==> config.mk <==
export PLATFORM = sky130hd
export DESIGN_NAME = lif_neuron_param
export DESIGN_NICKNAME = d
export VERILOG_FILES = /design/src/rtl/lif_neuron_param.sv
export SDC_FILE = /design/constraint.sdc
export NUM_CORES = 1
export LEC_CHECK = 0
export CAP_MARGIN = 20
export CORE_MARGIN = 1
export CORE_UTILIZATION = 45
export DETAILED_ROUTE_END_ITERATION = 8
export DONT_BUFFER_PORTS = 1
export GPL_ROUTABILITY_DRIVEN = 0
export PLACE_DENSITY = 0.65
export REMOVE_ABC_BUFFERS = 1
export SLEW_MARGIN = 25
export SYNTH_ARGS = -nofsm -noshare
export SYNTH_HDL_FRONTEND = slang
export SYNTH_SLANG_ARGS = --single-unit
==> constraint.sdc <==
create_clock -name clk -period 3.9 [get_ports clk]
set_input_delay 0.78 -clock clk [delete_from_list [all_inputs] [get_ports clk]]
set_output_delay 0.78 -clock clk [all_outputs]
set_load 0.02 [all_outputs]
==> src/rtl/lif_neuron_param.sv <==
// rtl/lif_neuron_param.sv - parameterised leaky integrate-and-fire neuron, one tick per start
// Integrates NUM_AXONS handshaked axon events, applies leak, then saturates and fires.
module lif_neuron_param #(
   parameter int  NUM_AXONS    = 256,
   parameter int  POT_W        = 8,
   parameter int  WEIGHT_TYPES = 4,
   parameter int  RESET_MODE   = 0,
   localparam int SEL_W        = (WEIGHT_TYPES > 1) ? $clog2(WEIGHT_TYPES) : 1
) (
   input  logic                            clk,
   input  logic                            reset_n,
   input  logic                            start_i,
   input  logic                            clear_i,
   input  logic signed [POT_W-1:0]         voltage_potential_i,
   input  logic signed [POT_W-1:0]         pos_threshold_i,
   input  logic signed [POT_W-1:0]         neg_threshold_i,
   input  logic signed [POT_W-1:0]         pos_reset_i,
   input  logic signed [POT_W-1:0]         neg_reset_i,
   input  logic signed [POT_W-1:0]         leak_value_i,
   input  logic [WEIGHT_TYPES*POT_W-1:0]   weights_i,
   input  logic                            axon_valid_i,
   input  logic                            axon_spike_i,
   input  logic [SEL_W-1:0]                weight_select_i,
   output logic                            axon_ready_o,
   output logic                            busy_o,
   output logic signed [POT_W-1:0]         new_potential_o,
   output logic                            spike_o,
   output logic                            done_o
);

   localparam int CNT_W = $clog2(NUM_AXONS);
   // Two guard bits above the worst-case sum of NUM_AXONS weights plus start and leak.
   localparam int ACC_W = POT_W + CNT_W + 2;
   localparam logic [CNT_W-1:0] LAST_CNT = CNT_W'(NUM_AXONS - 1);

   localparam logic [1:0] S_IDLE      = 2'd0;
   localparam logic [1:0] S_INTEGRATE = 2'd1;
   localparam logic [1:0] S_LEAK      = 2'd2;
   localparam logic [1:0] S_FIRE      = 2'd3;

   logic [1:0]              state_q, state_d;
   logic signed [ACC_W-1:0] acc_q, acc_d;
   logic [CNT_W-1:0]        cnt_q, cnt_d;
   logic signed [POT_W-1:0] pot_q, pot_d;
   logic                    spike_q, spike_d;
   logic                    done_q, done_d;

   logic signed [POT_W-1:0] weight_sel;
   logic [ACC_W-POT_W:0]    acc_hi;
   logic signed [POT_W-1:0] sat;
   logic [POT_W:0]          diff;
   logic signed [POT_W-1:0] diff_sat;

   // Selects beyond WEIGHT_TYPES-1 match no entry and contribute zero.
   always_comb begin
      weight_sel = '0;
      for (int k = 0; k < WEIGHT_TYPES; k++) begin
         if (weight_select_i == SEL_W'(k)) begin
            weight_sel = weights_i[k*POT_W +: POT_W];
         end
      end
   end

   // The accumulator fits POT_W bits only when every bit above the POT_W sign bit agrees.
   always_comb begin
      acc_hi = acc_q[ACC_W-1:POT_W-1];
      if (acc_hi == '0 || acc_hi == '1) begin
         sat = acc_q[POT_W-1:0];
      end else if (acc_q[ACC_W-1]) begin
         sat = {1'b1, {(POT_W-1){1'b0}}};
      end else begin
         sat = {1'b0, {(POT_W-1){1'b1}}};
      end
      diff = {sat[POT_W-1], sat} - {pos_threshold_i[POT_W-1], pos_threshold_i};
      if (diff[POT_W] == diff[POT_W-1]) begin
         diff_sat = diff[POT_W-1:0];
      end else if (diff[POT_W]) begin
         diff_sat = {1'b1, {(POT_W-1){1'b0}}};
      end else begin
         diff_sat = {1'b0, {(POT_W-1){1'b1}}};
      end
   end

   always_comb begin
      state_d = state_q;
      acc_d   = acc_q;
      cnt_d   = cnt_q;
      pot_d   = pot_q;
      spike_d = spike_q;
      done_d  = 1'b0;
      if (clear_i) begin
         state_d = S_IDLE;
         cnt_d   = '0;
      end else begin
         case (state_q)
            S_IDLE: begin
               if (start_i) begin
                  acc_d   = {{(ACC_W-POT_W){voltage_potential_i[POT_W-1]}}, voltage_potential_i};
                  cnt_d   = '0;
                  state_d = S_INTEGRATE;
               end
            end
            S_INTEGRATE: begin
               if (axon_valid_i) begin
                  cnt_d = cnt_q + 1'b1;
                  if (axon_spike_i) begin
                     acc_d = acc_q + {{(ACC_W-POT_W){weight_sel[POT_W-1]}}, weight_sel};
                  end
                  if (cnt_q == LAST_CNT) begin
                     cnt_d   = '0;
                     state_d = S_LEAK;
                  end
               end
            end
            S_LEAK: begin
               acc_d   = acc_q + {{(ACC_W-POT_W){leak_value_i[POT_W-1]}}, leak_value_i};
               state_d = S_FIRE;
            end
            S_FIRE: begin
               done_d  = 1'b1;
               state_d = S_IDLE;
               if (sat >= pos_threshold_i) begin
                  spike_d = 1'b1;
                  pot_d   = (RESET_MODE == 1) ? diff_sat : pos_reset_i;
               end else if (sat < neg_threshold_i) begin
                  spike_d = 1'b0;
                  pot_d   = neg_reset_i;
               end else begin
                  spike_d = 1'b0;
                  pot_d   = sat;
               end
            end
            default: state_d = S_IDLE;
         endcase
      end
   end

   always_ff @(posedge clk or negedge reset_n) begin
      if (!reset_n) begin
         state_q <= S_IDLE;
         acc_q   <= '0;
         cnt_q   <= '0;
         pot_q   <= '0;
         spike_q <= 1'b0;
         done_q  <= 1'b0;
      end else begin
         state_q <= state_d;
         acc_q   <= acc_d;
         cnt_q   <= cnt_d;
         pot_q   <= pot_d;
         spike_q <= spike_d;
         done_q  <= done_d;
      end
   end

   assign axon_ready_o    = (state_q == S_INTEGRATE);
   assign busy_o          = (state_q != S_IDLE);
   assign new_potential_o = pot_q;
   assign spike_o         = spike_q;
   assign done_o          = done_q;

endmodule

==> results.toml, run 1 <==
[global_routing]
grt_pass1_vias = 2732
grt_start_max_net_pins = 39
track_usage_pct = 20.8
grt_antenna_before_repair = 0
grt_pass1_wl_mm = 12.7
remaining_overflow_grt = 0

[setup_path]
critical_path_class = "reg -> reg"
crit_path_capture_type = "flip-flop"
critical-path-slowest-cell = "sky130_fd_sc_hd__dfrtp_1"
reg2reg_from = "state_q[0]$_DFFE_PN0P_"
register_to_register_setup_slack_ns = 0.33
timing.rr.end = "acc_q[17]$_DFFE_PN0P_"
path_cells = "inv_1 > ha_1 > buf_4 > mux2_2 > ha_1 > a211oi_1 > o21ai_0 > a21oi_1 > o21ai_0 > a41o_1 > mux2i_1 > nor4_1 > nand3b_1"
cp_slowest_stage_delay_ns = 0.46
crit_path_start_kind = "flip-flop"
r2r.worst_path.cells = 13
critPathBufInv = 2
cp_data_required_time_ns = 4.14
worst_path_dominant_cell_family = "compound AO/OA/AOI/OAI gates"
critPathMaxFanout = 7
cp_data_arrival_time_ns = 3.81

[run_status]
outcome = "complete, no violations"

[floorplanning]
die_y_um = 89.6
core.rowCount = 31
floorplan.die.width_um = 89.6
top_level_ports = 100
die_footprint_sq_um = 8030
fp.coreArea_sq_um = 7330
initial_utilization_pct = 47.1

[route]
drcViolationCount = 0
viasPerCell = 5.80
drtAntennaViolNets = 0
firstDrtPassIters = 4
drt-wirelength-per-cell_um = 16.2
total_wirelength_mm = 8.02
dr_total_vias = 2872
starting_drc_count_in_detailed_routing = 146

[sta]
setup-tns-final_ns = 0
max_freq_ghz = 0.280
grt_setup_unrepaired = "no"
max_slew_margin_pct = 53.1
timing_hold_violations_final = 0
clock_skew_ns = 0.00831
min_period_over_period_pct = 91.5
setup-violations-final = 0
drv_slew = 0
timing.final.crit_period_ns = 3.57
max_slew.worst_pin.slew_ns = 0.703

[min_path]
min_path_type = "in -> async"

[clocking]
clkSlewWorstSetupHoldPaths_ns = 0.08
cts_made_buffers = 5
tritoncts = "built"
cts_resized = 0
clk_root_buffer_cell = "sky130_fd_sc_hd__clkbuf_8"
cts_post_setup_buffers_inserted = 0
clock_latency_ns = 0.31
cts.sink_count = 38
ctsLongestPathBuffers = 2
cts.htree.levels = 2
hold_buffers = 0

[power]
cell_internal_pwr_w = 0.00167
leakage_nw = 1.64
switching_pwr_w = 0.00142
clock_power_share_pct = 13.9
ir_worst_vdd_mv = 0.390
switching_share_pct = 45.9
total_power_w = 0.00309
comb_power_share_pct = 61.6
pwr-share-seq_pct = 24.6
p_per_area_nw_per_um2 = 837

[final_layout]
most-common-layout-cells = "38 x sky130_fd_sc_hd__o21ai_0, 38 x sky130_fd_sc_hd__ha_1, 38 x sky130_fd_sc_hd__dfrtp_1, 34 x sky130_fd_sc_hd__nand2_1, 31 x sky130_fd_sc_hd__a21oi_1"
n_fill_cell = 713
layout.area.seq_sq_um = 951
antenna-diode-count = 0
multi_input_area_sq_um = 2330
drive_gt1_share_pct = 10.9
fin_nets = 522
area_growth_syn_to_layout_pct = 6.99

[logic_synthesis]
netlist_instances = 397
synth_warnings = 0
ys.flop_type = "sky130_fd_sc_hd__dfrtp_1"
number_of_enable_flip_flop_cells_after_synthesis = 0
ys_async_sr_fraction_pct = 100
post_synthesis_cell_area_sq_um = 3450
synth-seq-area-share_pct = 27.5
avgSynthCellArea_sq_um = 8.70
yosys_cell_types = 52
ys_seq_elements = 38

[place]
hpwl_mm = 6.28
port_buffers = 0

[run]
max_cap_viol_count = 0
final cells by class:
type / count / area share [%]
multi-input combinational: 315 / 63.1
inverter: 31 / 3.15
tap: 99 / 3.35
clock buffer: 6 / 2.23
sequential: 38 / 25.7
clock inverter: 2 / 1.62
timing repair buffer: 4 / 0.812
layer usage:
metal	track usage, %	routed length (um)	up-vias
met5	0	0	-
met4	6.20	157	0
met3	6.12	521	13
met2	34.8	3720	69
met1	25.9	3630	1343
li1	-	-	1447
worst reg2reg max path, delay by kind of cell (launching register included):
kind / cells / cell delay [ns]
AOI/OAI and AO/OA: 5 / 1.28
adders and majority gates: 2 / 0.54
buffers and inverters: 2 / 0.30
DFF: 1 / 0.46
muxes: 2 / 0.51
and+or+nand+nor: 2 / 0.41
cell families (layout without fill, tap and decap cells):
kind of cell / count (synthesis) / count (layout) / synth area share, %
buf+inv: 44 / 43 / 4.96
compound gates: 112 / 112 / 20.9
fa+ha+maj: 39 / 39 / 14.3
simple gates: 126 / 126 / 18.2
flops: 38 / 38 / 27.5
xor+xnor: 11 / 11 / 2.79
mux: 27 / 27 / 11.3
how the worst max path moves through the flow:
stage | start | cells past startpoint | slack, ns | end
detailed placement | weight_select_i[0] | 11 | 0.19 | acc_q[17]$_DFFE_PN0P_
CTS | acc_q[9]$_DFFE_PN0P_ | 13 | 0.36 | new_potential_o[1]$_DFFE_PN0P_
finish | state_q[0]$_DFFE_PN0P_ | 13 | 0.33 | acc_q[17]$_DFFE_PN0P_
global placement | weight_select_i[0] | 11 | 0.25 | acc_q[17]$_DFFE_PN0P_
global route | acc_q[7]$_DFFE_PN0P_ | 13 | 0.07 | new_potential_o[1]$_DFFE_PN0P_
floorplan | weight_select_i[0] | 11 | 0.52 | acc_q[17]$_DFFE_PN0P_
Yosys cell counts, types with 2 or more instances:
library cell               instances  area share [%]
sky130_fd_sc_hd__dfrtp_1          38              28
sky130_fd_sc_hd__ha_1             38              14
sky130_fd_sc_hd__o21ai_0          38             5.5
sky130_fd_sc_hd__nand2_1          34             3.7
sky130_fd_sc_hd__a21oi_1          31             4.5
sky130_fd_sc_hd__inv_1            30             3.3
sky130_fd_sc_hd__nor2_1           27             2.9
sky130_fd_sc_hd__mux2_2           15             4.9
sky130_fd_sc_hd__nand3_1          11             1.6
sky130_fd_sc_hd__clkbuf_1         10             1.1
sky130_fd_sc_hd__and3_1            8             1.4
sky130_fd_sc_hd__mux4_2            8             5.2
sky130_fd_sc_hd__o21a_1            8             1.7
sky130_fd_sc_hd__nor3_1            7             1.0
sky130_fd_sc_hd__or3_1             7             1.3
sky130_fd_sc_hd__xnor2_1           7             1.8
sky130_fd_sc_hd__a221o_1           6             1.7
sky130_fd_sc_hd__nand2b_1          5            0.91
sky130_fd_sc_hd__nand4_1           5            0.91
sky130_fd_sc_hd__nor2b_1           5            0.91
sky130_fd_sc_hd__and2_1            4            0.72
sky130_fd_sc_hd__mux2i_1           4             1.2
sky130_fd_sc_hd__nor4_1            4            0.72
sky130_fd_sc_hd__xor2_1            4             1.0
sky130_fd_sc_hd__a211oi_1          3            0.65
sky130_fd_sc_hd__a21o_1            3            0.65
sky130_fd_sc_hd__a31oi_1           3            0.54
sky130_fd_sc_hd__nand3b_1          3            0.65
sky130_fd_sc_hd__o21bai_1          3            0.65
sky130_fd_sc_hd__o31ai_1           3            0.65
sky130_fd_sc_hd__a21bo_2           2            0.58
sky130_fd_sc_hd__buf_2             2            0.29
sky130_fd_sc_hd__or4_1             2            0.43
power by group through the flow:
| stage | clock network [W] | logic, W | registers [W] |
|---|---|---|---|
| after floorplan | 0 | 0.00153 | 0.000716 |
| after global placement | 0 | 0.00186 | 0.000758 |
| after detailed placement | 0 | 0.00189 | 0.000763 |
| after CTS | 0.000436 | 0.00191 | 0.000756 |
| after global routing | 0.000452 | 0.00215 | 0.000784 |
| final | 0.000429 | 0.00190 | 0.000759 |
flip-flops by register name, summed over array words and instances (netlist names):
name             flops
done_o               1
new_potential_o      8
cnt_q                8
acc_q               18
spike_o              1
state_q              2
through the flow:
stage | std cells | worst slack [ns] | cell area, sq um | utilization [%] | hold slack (ns)
2_1_floorplan | 384 | 0.517 | 3400 | - | 0.469
3_3_place_gp | 487 | 0.247 | 3550 | 48.5 | 0.485
3_5_place_dp | 487 | 0.195 | 3550 | 48.5 | 0.485
4_1_cts | 495 | 0.360 | 3700 | 50.4 | 0.155
5_1_grt | 495 | 0.0696 | 3700 | 50.4 | 0.142
6_report | 495 | 0.332 | 3700 | 50.4 | 0.159
Power figures use the tool's default switching activity.
==> inputs of run 2 (changes only) <==
==> constraint.sdc (replaced) <==
create_clock -name clk -period 4.15 [get_ports clk]
set_input_delay 0.83 -clock clk [delete_from_list [all_inputs] [get_ports clk]]
set_output_delay 0.83 -clock clk [all_outputs]
set_load 0.02 [all_outputs]
==> run 2 against run 1 <==
Net effect:
- worst hold slack gained 0.057 ns
- first-iteration DRC count fell by 0.68%
- critical endpoint is now new_potential_o[5]$_DFFE_PN0P_
- critical path depth unchanged
- die area unchanged
- final area decreased by 0.54%
- clock power is 10% lower
- combinational power down 6%
==> results.toml, run 2 (same netlist as run 1, synthesis figures left out) <==
[run_status]
outcome = "complete, no violations"

[place]
numPlacedInstances = 485
port_buffers = 0
hpwl_mm = 6.48

[final_layout]
antenna-diode-count = 0
fin_nets = 520
top_register = "acc_q"
n_fill_cell = 697
largest_reg_flops = 18
fin_cells = 493
drive_gt1_share_pct = 10.4
most-common-layout-cells = "38 x sky130_fd_sc_hd__o21ai_0, 38 x sky130_fd_sc_hd__ha_1, 38 x sky130_fd_sc_hd__dfrtp_1, 34 x sky130_fd_sc_hd__nand2_1, 31 x sky130_fd_sc_hd__a21oi_1"
area_growth_syn_to_layout_pct = 6.41

[run]
max_cap_viol_count = 0

[clocking]
cts_made_buffers = 5
ctsLongestPathBuffers = 2
clkSlewWorstSetupHoldPaths_ns = 0.09
cts.htree.levels = 2
clk_root_buffer_cell = "sky130_fd_sc_hd__clkbuf_8"
cts_post_setup_buffers_inserted = 0
cts.sink_count = 38
tritoncts = "built"
clock_latency_ns = 0.30
cts_resized = 0
hold_buffers = 0

[sta]
timing.final.crit_period_ns = 3.70
setup-tns-final_ns = 0
grt_setup_unrepaired = "no"
setup-violations-final = 0
max_slew.worst_pin.slew_ns = 0.694
drv_slew = 0
max_slew_margin_pct = 53.7
min_period_over_period_pct = 89.1
max_freq_ghz = 0.270
timing_hold_violations_final = 0
clock_skew_ns = 0.00807

[floorplanning]
fp.coreArea_sq_um = 7330
core.rowCount = 31
floorplan.die.width_um = 89.6
initial_utilization_pct = 47.1
die_footprint_sq_um = 8030
die_y_um = 89.6
top_level_ports = 100

[setup_path]
critPathMaxFanout = 9
r2r.worst_path.cells = 13
reg2reg_from = "acc_q[17]$_DFFE_PN0P_"
critical_path_class = "reg -> reg"
crit_path_start_kind = "flip-flop"
register_to_register_setup_slack_ns = 0.45
cp_data_arrival_time_ns = 3.88
cp_data_required_time_ns = 4.33
crit_path_capture_type = "flip-flop"
timing.rr.end = "new_potential_o[5]$_DFFE_PN0P_"

[route]
firstDrtPassIters = 4
starting_drc_count_in_detailed_routing = 145
drcViolationCount = 0
total_wirelength_mm = 8.15
dr_total_vias = 2919
viasPerCell = 5.92
drtAntennaViolNets = 0
drt-wirelength-per-cell_um = 16.5

[global_routing]
grt_pass1_wl_mm = 12.8
grt_pass1_vias = 2786
grt_start_max_net_pins = 39
grt_antenna_before_repair = 0
grt.met1_usage_pct = 24.7
track_usage_pct = 20.9
global_route.usage.met3_pct = 4.30
globalRoute.busiestLayer = "met2"
remaining_overflow_grt = 0
globalRouteMet2Util_pct = 37.0

[power]
ir_worst_vdd_mv = 0.247
leakage_nw = 1.63
total_power_w = 0.00288
p_per_area_nw_per_um2 = 785

[min_path]
min_path_type = "in -> async"
-- run 2: cell count changes in the layout (fill, tap and decap cells not counted) --
cell                       delta
sky130_fd_sc_hd__clkbuf_8     -1
sky130_fd_sc_hd__clkinv_4     +1
sky130_fd_sc_hd__buf_4        -2
-- run 2: how the worst max path moves through the flow --
stage	from	end	slack, ns	cells after the start
after floorplan	weight_select_i[0]	acc_q[17]$_DFFE_PN0P_	0.72	11
after global placement	weight_select_i[0]	acc_q[17]$_DFFE_PN0P_	0.47	11
after detailed placement	weight_select_i[0]	acc_q[17]$_DFFE_PN0P_	0.45	11
after CTS	acc_q[17]$_DFFE_PN0P_	new_potential_o[5]$_DFFE_PN0P_	0.44	13
after global routing	acc_q[17]$_DFFE_PN0P_	new_potential_o[5]$_DFFE_PN0P_	0.20	13
final	acc_q[17]$_DFFE_PN0P_	new_potential_o[5]$_DFFE_PN0P_	0.45	13
-- run 2: critical path, stage by stage, from the launching register on --
cell and delay, ns:
sky130_fd_sc_hd__dfrtp_1 0.57, sky130_fd_sc_hd__nand4_1 0.14, sky130_fd_sc_hd__or3_4 0.42, sky130_fd_sc_hd__and2_1 0.22, sky130_fd_sc_hd__nand2_1 0.21, sky130_fd_sc_hd__o21a_1 0.21, sky130_fd_sc_hd__ha_1 0.26, sky130_fd_sc_hd__a21o_1 0.16
sky130_fd_sc_hd__nand2_1 0.06, sky130_fd_sc_hd__a31oi_1 0.15, sky130_fd_sc_hd__o41ai_4 0.31, sky130_fd_sc_hd__buf_4 0.22, sky130_fd_sc_hd__mux2_2 0.35, sky130_fd_sc_hd__a221o_1 0.32
-- run 2: cell type report --
cell class              instances  area [sq um]  share of cell area, %
multi-input cells             315          2330                   63.4
flip-flops and latches         38           951                   25.9
well taps                      99           124                   3.37
inverters                      31           116                   3.17
clock buffers                   5          68.8                   1.87
clock inverters                 3          68.8                   1.87
repair buffers                  2          15.0                  0.408
-- run 2: per-stage QoR --
step           hold WS (ns)  cell area [sq um]  setup slack, ns  util [%]
2_1_floorplan         0.469               3400            0.717         -
3_3_place_gp          0.506               3540            0.470      48.3
3_5_place_dp          0.514               3540            0.447      48.3
4_1_cts               0.203               3680            0.443      50.1
5_1_grt               0.195               3680            0.200      50.1
6_report              0.216               3680            0.452      50.1
-- run 2: report_power, final --
group          internal, W  switching (W)
combinational     0.000795       0.000980
clock             0.000241       0.000145
sequential        0.000512       0.000211
-- run 2: layer usage --
metal,wire (um),share of wire [%]
met5,0,0
met4,146,1.8
met3,570,7.0
met2,4100,50
met1,3330,41
